File: src/rtl/core_run_monitor_pkg.sv
// Shared types and widths for the RV64I run supervisor.
// Latency: n/a (types and constants only).
// Backpressure: n/a.
package core_run_monitor_pkg;

    localparam int REG_ADDR_W = 5;
    localparam int CNT_W      = 32;
    localparam int VIOL_W     = 16;

    typedef enum logic [1:0] {
        IDLE  = 2'd0,
        RUN   = 2'd1,
        DRAIN = 2'd2,
        DONE  = 2'd3
    } state_e;

    typedef enum logic [2:0] {
        CAUSE_NONE     = 3'd0,
        CAUSE_PASS     = 3'd1,
        CAUSE_TIMEOUT  = 3'd2,
        CAUSE_HANG     = 3'd3,
        CAUSE_X0_FAULT = 3'd4,
        CAUSE_PC_X     = 3'd5
    } cause_e;

    // Saturating add of this cycle's violation count onto the running total.
    function automatic logic [VIOL_W-1:0] viol_sat_add(input logic [VIOL_W-1:0] acc,
                                                       input logic [2:0]        inc);
        logic [VIOL_W:0] sum;
        sum = {1'b0, acc} + {{(VIOL_W-2){1'b0}}, inc};
        return sum[VIOL_W] ? {VIOL_W{1'b1}} : sum[VIOL_W-1:0];
    endfunction

endpackage

File: src/rtl/run_mon_hang_det.sv
// PC hang detector: flags the valid fetch sample on which the same PC has been seen HANG_CYCLES times in a row.
// Latency: hang is combinational on the current sample; streak state updates on the next edge.
// Backpressure: none; pc_valid low freezes the streak (stalls neither advance nor reset it).
// Ports: clk, rst (async active-low), clear (restart for a new run), pc_valid, pc -> hang (pulse).
module run_mon_hang_det #(
    parameter int XLEN        = 64,
    parameter int HANG_CYCLES = 16
) (
    input  logic            clk,
    input  logic            rst,
    input  logic            clear,
    input  logic            pc_valid,
    input  logic [XLEN-1:0] pc,
    output logic            hang
);

    localparam int STREAK_W = $clog2(HANG_CYCLES + 1);
    localparam logic [STREAK_W-1:0] STREAK_FIRE = STREAK_W'(HANG_CYCLES - 1);
    localparam logic [STREAK_W-1:0] STREAK_MAX  = STREAK_W'(HANG_CYCLES);

    logic [XLEN-1:0]     last_pc;
    logic                prev_valid;
    logic [STREAK_W-1:0] streak;
    logic                same_pc;

    assign same_pc = prev_valid && (pc == last_pc);

    // Fires on the sample that would take the streak to HANG_CYCLES.
    assign hang = pc_valid && same_pc && (streak == STREAK_FIRE);

    always_ff @(posedge clk or negedge rst) begin
        if (!rst) begin
            last_pc    <= '0;
            prev_valid <= 1'b0;
            streak     <= '0;
        end else if (clear) begin
            last_pc    <= '0;
            prev_valid <= 1'b0;
            streak     <= '0;
        end else if (pc_valid) begin
            if (same_pc) begin
                // Saturate so a run that lingers after the hang cannot wrap and re-fire.
                if (streak != STREAK_MAX) begin
                    streak <= streak + STREAK_W'(1);
                end
            end else begin
                prev_valid <= 1'b1;
                last_pc    <= pc;
                streak     <= STREAK_W'(1);
            end
        end
    end

endmodule

File: src/rtl/core_run_monitor.sv
// Run supervisor for the pipelined RV64I core: watches fetch PC and NUM_WB writeback ports, latches the first end-of-run cause, drains, then holds a sticky done/pass verdict.
// Latency: events are combinational on the current cycle; cause/state update on the next edge; done rises DRAIN_CYCLES edges after DRAIN entry.
// Backpressure: none; purely observational, start is ignored outside IDLE/DONE.
// Ports: clk, rst (async active-low), start, pc_valid, pc, wb_we/wb_addr/wb_data (port i at slice i)
//        -> state, cause, done, pass, cycle_count, x0_viol_count.
// Build option: define RUN_MON_X0_FATAL_EN to make a nonzero write to x0 during RUN end the run with X0_FAULT.
module core_run_monitor
    import core_run_monitor_pkg::*;
#(
    parameter int              XLEN           = 64,
    parameter int              NUM_WB         = 1,
    parameter int              TIMEOUT_CYCLES = 1000,
    parameter int              HANG_CYCLES    = 16,
    parameter int              DRAIN_CYCLES   = 10,
    parameter int              SIG_REG        = 31,
    parameter logic [XLEN-1:0] SIG_VALUE      = XLEN'(64'h7FF)
) (
    input  logic                         clk,
    input  logic                         rst,
    input  logic                         start,
    input  logic                         pc_valid,
    input  logic [XLEN-1:0]              pc,
    input  logic [NUM_WB-1:0]            wb_we,
    input  logic [NUM_WB*REG_ADDR_W-1:0] wb_addr,
    input  logic [NUM_WB*XLEN-1:0]       wb_data,
    output logic [1:0]                   state,
    output logic [2:0]                   cause,
    output logic                         done,
    output logic                         pass,
    output logic [CNT_W-1:0]             cycle_count,
    output logic [VIOL_W-1:0]            x0_viol_count
);

    localparam int DRAIN_W = $clog2(DRAIN_CYCLES + 1);
    localparam logic [CNT_W-1:0]      TIMEOUT_LAST = CNT_W'(TIMEOUT_CYCLES - 1);
    localparam logic [REG_ADDR_W-1:0] SIG_ADDR     = REG_ADDR_W'(SIG_REG);

    state_e             state_q, state_d;
    cause_e             cause_q, cause_d;
    cause_e             event_cause;
    logic               run_clear;
    logic               sig_hit;
    logic [2:0]         viol_n;
    logic               hang;
    logic               pc_x;
    logic               x0_fault;
    logic               timeout_hit;
    logic [DRAIN_W-1:0] drain_cnt;

    // Per-port signature match and x0-violation tally.
    always_comb begin
        sig_hit = 1'b0;
        viol_n  = 3'd0;
        for (int i = 0; i < NUM_WB; i++) begin
            if (wb_we[i] && (wb_addr[i*REG_ADDR_W +: REG_ADDR_W] == SIG_ADDR) &&
                (wb_data[i*XLEN +: XLEN] == SIG_VALUE)) begin
                sig_hit = 1'b1;
            end
            // Zero-data writes to x0 are pipeline bubbles, not violations.
            if (wb_we[i] && (wb_addr[i*REG_ADDR_W +: REG_ADDR_W] == '0) &&
                (wb_data[i*XLEN +: XLEN] != '0)) begin
                viol_n = viol_n + 3'd1;
            end
        end
    end

`ifdef RUN_MON_X0_FATAL_EN
    assign x0_fault = (viol_n != 3'd0);
`else
    assign x0_fault = 1'b0;
`endif

    // X/Z on a valid PC only means something in a 4-state simulator.
`ifdef SYNTHESIS
    assign pc_x = 1'b0;
`else
    assign pc_x = pc_valid && $isunknown(pc);
`endif

    assign timeout_hit = (cycle_count == TIMEOUT_LAST);

    run_mon_hang_det #(
        .XLEN        (XLEN),
        .HANG_CYCLES (HANG_CYCLES)
    ) u_hang_det (
        .clk      (clk),
        .rst      (rst),
        .clear    (run_clear),
        .pc_valid (pc_valid),
        .pc       (pc),
        .hang     (hang)
    );

    // Simultaneous events resolve in fixed priority order.
    always_comb begin
        event_cause = CAUSE_NONE;
        if (pc_x) begin
            event_cause = CAUSE_PC_X;
        end else if (x0_fault) begin
            event_cause = CAUSE_X0_FAULT;
        end else if (sig_hit) begin
            event_cause = CAUSE_PASS;
        end else if (hang) begin
            event_cause = CAUSE_HANG;
        end else if (timeout_hit) begin
            event_cause = CAUSE_TIMEOUT;
        end
    end

    // FSM next-state and cause latch.
    always_comb begin
        state_d   = state_q;
        cause_d   = cause_q;
        run_clear = 1'b0;
        case (state_q)
            IDLE, DONE: begin
                if (start) begin
                    state_d   = RUN;
                    cause_d   = CAUSE_NONE;
                    run_clear = 1'b1;
                end
            end
            RUN: begin
                if (event_cause != CAUSE_NONE) begin
                    state_d = DRAIN;
                    cause_d = event_cause;
                end
            end
            DRAIN: begin
                if (drain_cnt == DRAIN_W'(1)) begin
                    state_d = DONE;
                end
            end
            default: state_d = IDLE;
        endcase
    end

    always_ff @(posedge clk or negedge rst) begin
        if (!rst) begin
            state_q <= IDLE;
            cause_q <= CAUSE_NONE;
        end else begin
            state_q <= state_d;
            cause_q <= cause_d;
        end
    end

    // Counters: cleared on run entry; cycle_count advances only in RUN,
    // x0 violations are tallied through RUN and DRAIN.
    always_ff @(posedge clk or negedge rst) begin
        if (!rst) begin
            cycle_count   <= '0;
            x0_viol_count <= '0;
            drain_cnt     <= '0;
        end else begin
            if (run_clear) begin
                cycle_count   <= '0;
                x0_viol_count <= '0;
            end else begin
                if ((state_q == RUN) && (cycle_count != {CNT_W{1'b1}})) begin
                    cycle_count <= cycle_count + CNT_W'(1);
                end
                if ((state_q == RUN) || (state_q == DRAIN)) begin
                    x0_viol_count <= viol_sat_add(x0_viol_count, viol_n);
                end
            end
            // Loaded on DRAIN entry; DONE is taken when it reads 1, giving exactly DRAIN_CYCLES in DRAIN.
            if ((state_q == RUN) && (state_d == DRAIN)) begin
                drain_cnt <= DRAIN_W'(DRAIN_CYCLES);
            end else if ((state_q == DRAIN) && (drain_cnt != '0)) begin
                drain_cnt <= drain_cnt - DRAIN_W'(1);
            end
        end
    end

    assign state = state_q;
    assign cause = cause_q;
    assign done  = (state_q == DONE);
    assign pass  = done && (cause_q == CAUSE_PASS);

endmodule

File: config.mk
export PLATFORM = sky130hd
export DESIGN_NAME = core_run_monitor
export DESIGN_NICKNAME = d
export VERILOG_FILES = /design/src/rtl/core_run_monitor_pkg.sv /design/src/rtl/run_mon_hang_det.sv /design/src/rtl/core_run_monitor.sv
export SDC_FILE = /design/constraint.sdc
export NUM_CORES = 1
export LEC_CHECK = 0
export CAP_MARGIN = 20
export CORE_ASPECT_RATIO = 0.75
export CORE_UTILIZATION = 53
export DETAILED_ROUTE_END_ITERATION = 7
export HOLD_SLACK_MARGIN = 0.06
export PLACE_DENSITY = 0.85
export SLEW_MARGIN = 20
export SYNTH_ARGS = -nofsm -noshare
export SYNTH_HDL_FRONTEND = slang
export SYNTH_SLANG_ARGS = --single-unit
File: constraint.sdc
create_clock -name clk -period 5.4 [get_ports clk]
set_input_delay 0.81 -clock clk [delete_from_list [all_inputs] [get_ports clk]]
set_output_delay 0.81 -clock clk [all_outputs]
set_load 0.02 [all_outputs]
==> results of run 1 <==
through the flow:
stage | cells | power, mW
final | 1116 | 3.285
after global routing | 1116 | 3.432
after CTS | 1116 | 3.297
after detailed placement | 1084 | 1.960
after global placement | 1084 | 1.927
after floorplan | 748 | 1.659
cells by family (layout without fill, tap and decap cells):
group	after synthesis	in the layout	synth area share, %
mux	67	67	9.563
flops	126	126	44.96
buf+inv	60	262	3.461
fa+ha+maj	12	12	2.141
simple gates	307	307	22.02
xor+xnor	73	73	9.117
compound gates	102	102	8.689
other cells	1	1	0.05347
area by class of cell:
| type | count | area share, % |
|---|---|---|
| Timing Repair Buffer | 197 | 20.00 |
| Multi-Input combinational cell | 562 | 37.20 |
| Clock buffer | 20 | 4.775 |
| Inverter | 33 | 1.267 |
| Sequential cell | 126 | 32.26 |
| Tap cell | 166 | 2.125 |
| Clock inverter | 12 | 2.368 |
cells in the final DEF (no fill, tap or decap), types with 2 or more instances in the layout:
| cell type | count |
|---|---|
| clkdlybuf4s50_1 | 190 |
| dfrtp_1 | 126 |
| nor2_1 | 109 |
| mux2i_1 | 67 |
| xnor2_1 | 55 |
| a21oi_1 | 41 |
| nor4_1 | 35 |
| nand2_1 | 34 |
| nand3_1 | 34 |
| inv_1 | 31 |
| nand4_1 | 26 |
| o21ai_0 | 25 |
| and3_1 | 18 |
| xor2_1 | 18 |
| clkbuf_16 | 17 |
| ha_1 | 12 |
| nor3_1 | 9 |
| nor2b_1 | 8 |
| or3_1 | 8 |
| nand2b_1 | 8 |
| o22ai_1 | 7 |
| buf_4 | 7 |
| a31oi_1 | 6 |
| and4_1 | 6 |
| bufinv_16 | 6 |
| clkinv_4 | 4 |
| a2111o_1 | 3 |
| or4_1 | 3 |
| clkbuf_8 | 3 |
| o211ai_1 | 2 |
| a221oi_1 | 2 |
| a211oi_1 | 2 |
| nor4b_1 | 2 |
| a2111oi_0 | 2 |
| o2111ai_1 | 2 |
| clkinv_1 | 2 |
| o31ai_1 | 2 |
report_power, final:
part / switching, mW / leakage, nW / total, mW / internal, mW
Combinational: 0.411 / 2.18 / 0.749 / 0.338
Clock: 0.426 / 0.337 / 1.33 / 0.908
Sequential: 0.117 / 1.64 / 1.20 / 1.09
Total: 0.954 / 4.16 / 3.28 / 2.33
flip-flops by register name, indices dropped and copies added (netlist names):
| name | flops |
|---|---|
| state | 2 |
| x0_viol_count | 16 |
| u_hang_det.prev_valid | 1 |
| u_hang_det.streak | 5 |
| drain_cnt | 4 |
| cycle_count | 32 |
| u_hang_det.last_pc | 64 |
| cause | 2 |
cell usage after synthesis, types with 2 or more instances:
| cell type | count |
|---|---|
| mux2i_1 | 67 |
| dfrtp_1 | 126 |
| and3_1 | 18 |
| clkinv_1 | 2 |
| nor2_1 | 110 |
| a211oi_1 | 2 |
| or4_1 | 3 |
| o21ai_0 | 25 |
| buf_2 | 8 |
| o211ai_1 | 2 |
| nand4_1 | 26 |
| a21oi_1 | 41 |
| nor2b_1 | 8 |
| nor4b_1 | 2 |
| and4_1 | 6 |
| inv_1 | 31 |
| o22ai_1 | 7 |
| nand2b_1 | 8 |
| xnor2_1 | 55 |
| a2111o_1 | 3 |
| or3_1 | 8 |
| nand3_1 | 34 |
| buf_4 | 2 |
| o2111ai_1 | 2 |
| o31ai_1 | 2 |
| ha_1 | 12 |
| a2111oi_0 | 2 |
| nor4_1 | 35 |
| nor3_1 | 9 |
| a31oi_1 | 6 |
| xor2_1 | 18 |
| clkbuf_1 | 17 |
| nand2_1 | 34 |
| a221oi_1 | 2 |
routing by layer:
layer | GRT usage, % | up-vias | share of wire [%]
met5 | 0 | - | 0
met4 | 7.779 | 0 | 1.2
met3 | 5.506 | 20 | 6.8
met2 | 46.55 | 234 | 48
met1 | 37.39 | 3028 | 44
li1 | - | 3057 | -
path summary, 6_finish.rpt:
check,endpoint,slack (ns),startpoint
worst min-delay path,x0_viol_count[4]$_DFFE_PN0P_,0.50,rst
worst max register to register,cycle_count[26]$_DFFE_PN0P_,1.85,state[0]$_DFF_PN0_
max in group asynchronous,u_hang_det.last_pc[44]$_DFFE_PN0P_,4.09,rst
min in group clk,u_hang_det.prev_valid$_DFFE_PN0P_,0.52,u_hang_det.prev_valid$_DFFE_PN0P_
worst max-delay path,x0_viol_count[13]$_DFFE_PN0P_,1.29,wb_addr[2]
worst min register to register,u_hang_det.prev_valid$_DFFE_PN0P_,0.52,u_hang_det.prev_valid$_DFFE_PN0P_
==> flow_metrics.env, run 1 <==
export IMPL_cts_tree="built"
export IMPL_slowest_stage="or4b_2"
export IMPL_drive_gt1_share_pct=4.632
export IMPL_gp_congestion=0.8600
export IMPL_dp_slack_ns=1.057
export IMPL_syn_avg_cell_area_sq_um=9.376
export IMPL_irDropWorstVdd_mv=0.2599
export IMPL_worstPathArrival_ns=4.43
export IMPL_clock_skew_ns=0.01303
export IMPL_syn_nets=898
export IMPL_endpoint_kind="flop"
export IMPL_path_class="input pin to flop"
export IMPL_slew_headroom_pct=33.70
export IMPL_period_needed_ns=4.111
export IMPL_path_cells="clkdlybuf4s50_1 > or4b_2 > a2111oi_0 > ha_1 > ha_1 > and3_1 > and3_1 > and3_1 > and3_1 > nand3b_1 > a21oi_1"
export IMPL_yosys_area_top_type_share_pct=44.96
export IMPL_grt_max_degree=84
export IMPL_synth_area_leaders="dfrtp_1 45%, mux2i_1 9.6%, xnor2_1 6.9%, nor2_1 5.9%, nor4_1 3.1%"
export IMPL_cts_hold_buf=0
export IMPL_startpoint_type="input pin"
export IMPL_fin_util_pct=77.76
export IMPL_wl_per_cell_um=16.82
export IMPL_synth_top_area_cell="dfrtp_1"
export IMPL_diodes=0
export IMPL_cts_sinks=126
export IMPL_hold_worst_slack_ns=0.5006
export IMPL_hold_viol=0
export IMPL_required_ns=5.72
export IMPL_die_x_um=134.8
export IMPL_grt_pass1_wl_mm=29.92
export IMPL_grt_overflow=0
export IMPL_netlist_instances=748
export IMPL_vias_per_cell=5.680
export IMPL_rsz0062_at_grt="no"
export IMPL_grtUsageTotal_pct=27.93
export IMPL_num_fill_cells=876
export IMPL_setup_violations=0
export IMPL_syn_to_final_growth_pct=39.36
export IMPL_drc=0
export IMPL_cts_root_buf="clkbuf_16"
export IMPL_outcome="complete, no violations"
export IMPL_total_leakage_power_nw=4.160
export IMPL_cts_resized=0
export IMPL_async_flop_share_pct=100.0
export IMPL_syn_area_sq_mm=0.007013
export IMPL_grt_pass1_vias=6066
export IMPL_start_util_pct=55.80
export IMPL_cp_max_fo=11
export IMPL_num_rows=35
export IMPL_synth_seq_cells=126
export IMPL_hp_class="input pin to async pin"
export IMPL_dieArea_sq_mm=0.01370
export IMPL_dpl_hpwl_mm=13.47
export IMPL_max_stage_delay_ns=0.63
export IMPL_synthDistinctLibCells=49
export IMPL_multi_input_area_sq_mm=0.003636
export IMPL_stdcell_area_sq_mm=0.009773
export IMPL_worstMarginPinSlew_ns=0.9946
export IMPL_port_buffers=191
export IMPL_path_buf_inv=1
export IMPL_ys_warn_count=0
export IMPL_core_sq_mm=0.01257
export IMPL_fp_dieH_um=101.6
export IMPL_final_setup_worst_slack_ns=1.289
export IMPL_powerDensity_mw_per_mm2=336.1
export IMPL_worst_path_most_repeated_cell="and3_1"
export IMPL_placedInstanceArea_sq_mm=0.009075
export IMPL_firstDrtPassIters=5
export IMPL_io_pins=193
export IMPL_htree_levels=4
export IMPL_antenna_found_initial=0
export IMPL_critPathTopFamily="simple AND/OR/NAND/NOR gates"
export IMPL_fmax_mhz=243.2
export IMPL_cts_inserted_buffers=17
export IMPL_post_cts_buffers=0
export IMPL_tns_ns=0
export IMPL_ant_nets=0
export IMPL_wirelength_mm=18.77
export IMPL_final_nets=1087
export IMPL_synth_edf_count=0
export IMPL_slew_violations=0
export IMPL_drtIter0Drc=369
export IMPL_layout_area_seq_sq_mm=0.003153
export IMPL_maxCapViolCount=0
export IMPL_vias=6339
export IMPL_clock_latency_ns=0.41
export IMPL_synth_flop_cell="dfrtp_1"
export IMPL_ctsLongestPathBuffers=2
export IMPL_reg2reg_depth=6
export IMPL_clk_pin_slew_ns=0.06
export IMPL_post_route_period_util_pct=76.13
export IMPL_cp_depth=11
export IMPL_ys_seq_area_share_pct=44.96
Note: power is estimated with default switching activity, not from simulation.
==> run 2, diff against run 1 <==
--- a/config.mk
+++ b/config.mk
@@ -7,10 +7,10 @@
 export LEC_CHECK = 0
 export CAP_MARGIN = 20
 export CORE_ASPECT_RATIO = 0.75
-export CORE_UTILIZATION = 53
+export CORE_UTILIZATION = 49
 export DETAILED_ROUTE_END_ITERATION = 7
 export HOLD_SLACK_MARGIN = 0.06
-export PLACE_DENSITY = 0.85
+export PLACE_DENSITY = 0.79
 export SLEW_MARGIN = 20
 export SYNTH_ARGS = -nofsm -noshare
 export SYNTH_HDL_FRONTEND = slang
==> constraint.sdc (replaced) <==
create_clock -name clk -period 3.9 [get_ports clk]
set_input_delay 0.585 -clock clk [delete_from_list [all_inputs] [get_ports clk]]
set_output_delay 0.585 -clock clk [all_outputs]
set_load 0.02 [all_outputs]
==> flow_metrics.env, run 2 (same netlist as run 1, synthesis figures left out) <==
export IMPL_htree_levels=4
export IMPL_p_total_mw=4.387
export IMPL_slew_headroom_pct=39.46
export IMPL_slew_violations=0
export IMPL_irDropWorstVdd_mv=0.4185
export IMPL_cp_max_fo=4
export IMPL_stdcell_count=1136
export IMPL_grt_overflow=0
export IMPL_num_rows=37
export IMPL_fmax_mhz=282.4
export IMPL_syn_to_final_growth_pct=39.91
export IMPL_setup_violations=0
export IMPL_total_leakage_power_nw=4.170
export IMPL_fin_util_pct=70.88
export IMPL_final_cell_mix="190 x clkdlybuf4s50_1, 126 x dfrtp_1, 109 x nor2_1, 67 x mux2i_1, 55 x xnor2_1"
export IMPL_final_nets=1097
export IMPL_grt_max_degree=103
export IMPL_cts_hold_buf=0
export IMPL_r2r_setup_slack_ns=1.05
export IMPL_layout_commonest_cell="clkdlybuf4s50_1"
export IMPL_core_sq_mm=0.01384
export IMPL_cts_resized=0
export IMPL_worstMarginPinSlew_ns=0.9012
export IMPL_ctsLongestPathBuffers=2
export IMPL_top_regs="u_hang_det.last_pc (64), cycle_count (32), x0_viol_count (16)"
export IMPL_required_ns=4.23
export IMPL_slowest_stage="or4b_2"
export IMPL_gp_congestion=0.8480
export IMPL_path_cells="clkdlybuf4s50_1 > or4b_2 > a2111oi_0 > ha_1 > ha_1 > and3_1 > and3_1 > and3_1 > nand3_1 > nor2_1 > buf_4 > a21oi_1 > o21ai_0"
export IMPL_ant_nets=0
export IMPL_period_needed_ns=3.542
export IMPL_regMostFlops="u_hang_det.last_pc"
export IMPL_cts_root_buf="clkbuf_16"
export IMPL_grt_pass1_vias=6028
export IMPL_antenna_found_initial=1
export IMPL_vias_per_cell=5.588
export IMPL_drive_gt1_share_pct=5.521
export IMPL_rsz0062_at_grt="no"
export IMPL_io_pins=193
export IMPL_startpoint_type="input pin"
export IMPL_largest_reg_flops=64
export IMPL_dpl_hpwl_mm=13.42
export IMPL_clock_skew_ns=0.01503
export IMPL_vias=6348
export IMPL_firstDrtPassIters=5
export IMPL_die_x_um=140.1
export IMPL_placed_cells=1103
export IMPL_worstPathArrival_ns=3.87
export IMPL_fp_dieH_um=105.6
export IMPL_wirelength_mm=18.79
export IMPL_grt_pass1_wl_mm=30.48
export IMPL_worst_path_most_repeated_cell="and3_1"
export IMPL_endpoint_kind="flop"
export IMPL_powerDensity_mw_per_mm2=447.1
export IMPL_max_stage_delay_ns=0.66
export IMPL_drc=0
export IMPL_dieArea_sq_mm=0.01480
export IMPL_hp_class="input pin to async pin"
export IMPL_drtIter0Drc=463
export IMPL_outcome="complete, no violations"
export IMPL_hold_viol=0
export IMPL_port_buffers=191
export IMPL_maxCapViolCount=0
export IMPL_cts_inserted_buffers=17
export IMPL_cts_tree="built"
export IMPL_wl_per_cell_um=16.54
export IMPL_path_class="input pin to flop"
export IMPL_start_util_pct=50.66
export IMPL_clk_pin_slew_ns=0.06
export IMPL_tns_ns=0
export IMPL_hold_worst_slack_ns=0.2738
export IMPL_post_cts_buffers=0
export IMPL_cts_sinks=126
export IMPL_post_route_period_util_pct=90.81
export IMPL_clock_latency_ns=0.42
export IMPL_grtUsageTotal_pct=26.20
==> run 2: through the flow <==
| stage | area, sq um | setup WS, ns |
|---|---|---|
| detailed placement | 9186 | -0.04674 |
| floorplan | 7013 | 0.7114 |
| CTS | 9809 | 0.3561 |
| global placement | 9186 | 0.04929 |
| finish | 9812 | 0.3584 |
| global route | 9812 | 0.07175 |
==> run 2: path summary, 6_finish.rpt <==
check,to,from,cells after the start
worst max-delay path,x0_viol_count[1]$_DFFE_PN0P_,wb_addr[3],13
worst min register to register,u_hang_det.streak[0]$_DFFE_PN0P_,u_hang_det.streak[0]$_DFFE_PN0P_,1
min in group clk,u_hang_det.streak[0]$_DFFE_PN0P_,u_hang_det.streak[0]$_DFFE_PN0P_,1
max in group asynchronous,drain_cnt[1]$_DFFE_PN0P_,rst,2
worst max register to register,cycle_count[29]$_DFFE_PN0P_,cycle_count[0]$_DFFE_PN0P_,9
worst min-delay path,x0_viol_count[5]$_DFFE_PN0P_,rst,1
==> run 2: final cells by class <==
cell class | instances | area, sq um
clock buffer | 18 | 429.2
tap | 175 | 219.0
timing repair buffer | 207 | 2054
sequential | 126 | 3153
inverter | 33 | 123.9
antenna | 1 | 2.502
multi-input combinational | 562 | 3636
fill | 1056 | 4030
clock inverter | 14 | 193.9
==> run 2: where the power goes <==
| part | switching, mW | internal, mW | total, mW |
|---|---|---|---|
| clock | 0.603 | 1.07 | 1.67 |
| combinational | 0.572 | 0.482 | 1.05 |
| sequential | 0.160 | 1.50 | 1.66 |
==> run 2: per-layer routing <==
metal,GRT usage (%),wire [um],up-vias
met1,33.69,8260,3043
met4,7.221,220,0
met5,0,0,-
met3,7.860,1494,18
met2,42.89,8812,221
li1,-,-,3066
==> run 2: critical path: cells and delay by family <==
kind                       cells  cell delay [ns]
adders and majority gates      2             0.48
AOI/OAI and AO/OA              3             0.64
and+or+nand+nor                6             1.59
buffers and inverters          2             0.58
==> run 3, diff against run 2 <==
--- a/config.mk
+++ b/config.mk
@@ -5,12 +5,14 @@
 export SDC_FILE = /design/constraint.sdc
 export NUM_CORES = 1
 export LEC_CHECK = 0
+export ABC_CLOCK_PERIOD_IN_PS = 3900
 export CAP_MARGIN = 20
 export CORE_ASPECT_RATIO = 0.75
 export CORE_UTILIZATION = 49
 export DETAILED_ROUTE_END_ITERATION = 7
 export HOLD_SLACK_MARGIN = 0.06
 export PLACE_DENSITY = 0.79
+export SKIP_CTS_REPAIR_TIMING = 1
 export SLEW_MARGIN = 20
 export SYNTH_ARGS = -nofsm -noshare
 export SYNTH_HDL_FRONTEND = slang
==> results of run 3 <==
No change in the layout: final DEF, timing and power equal those of run 2.
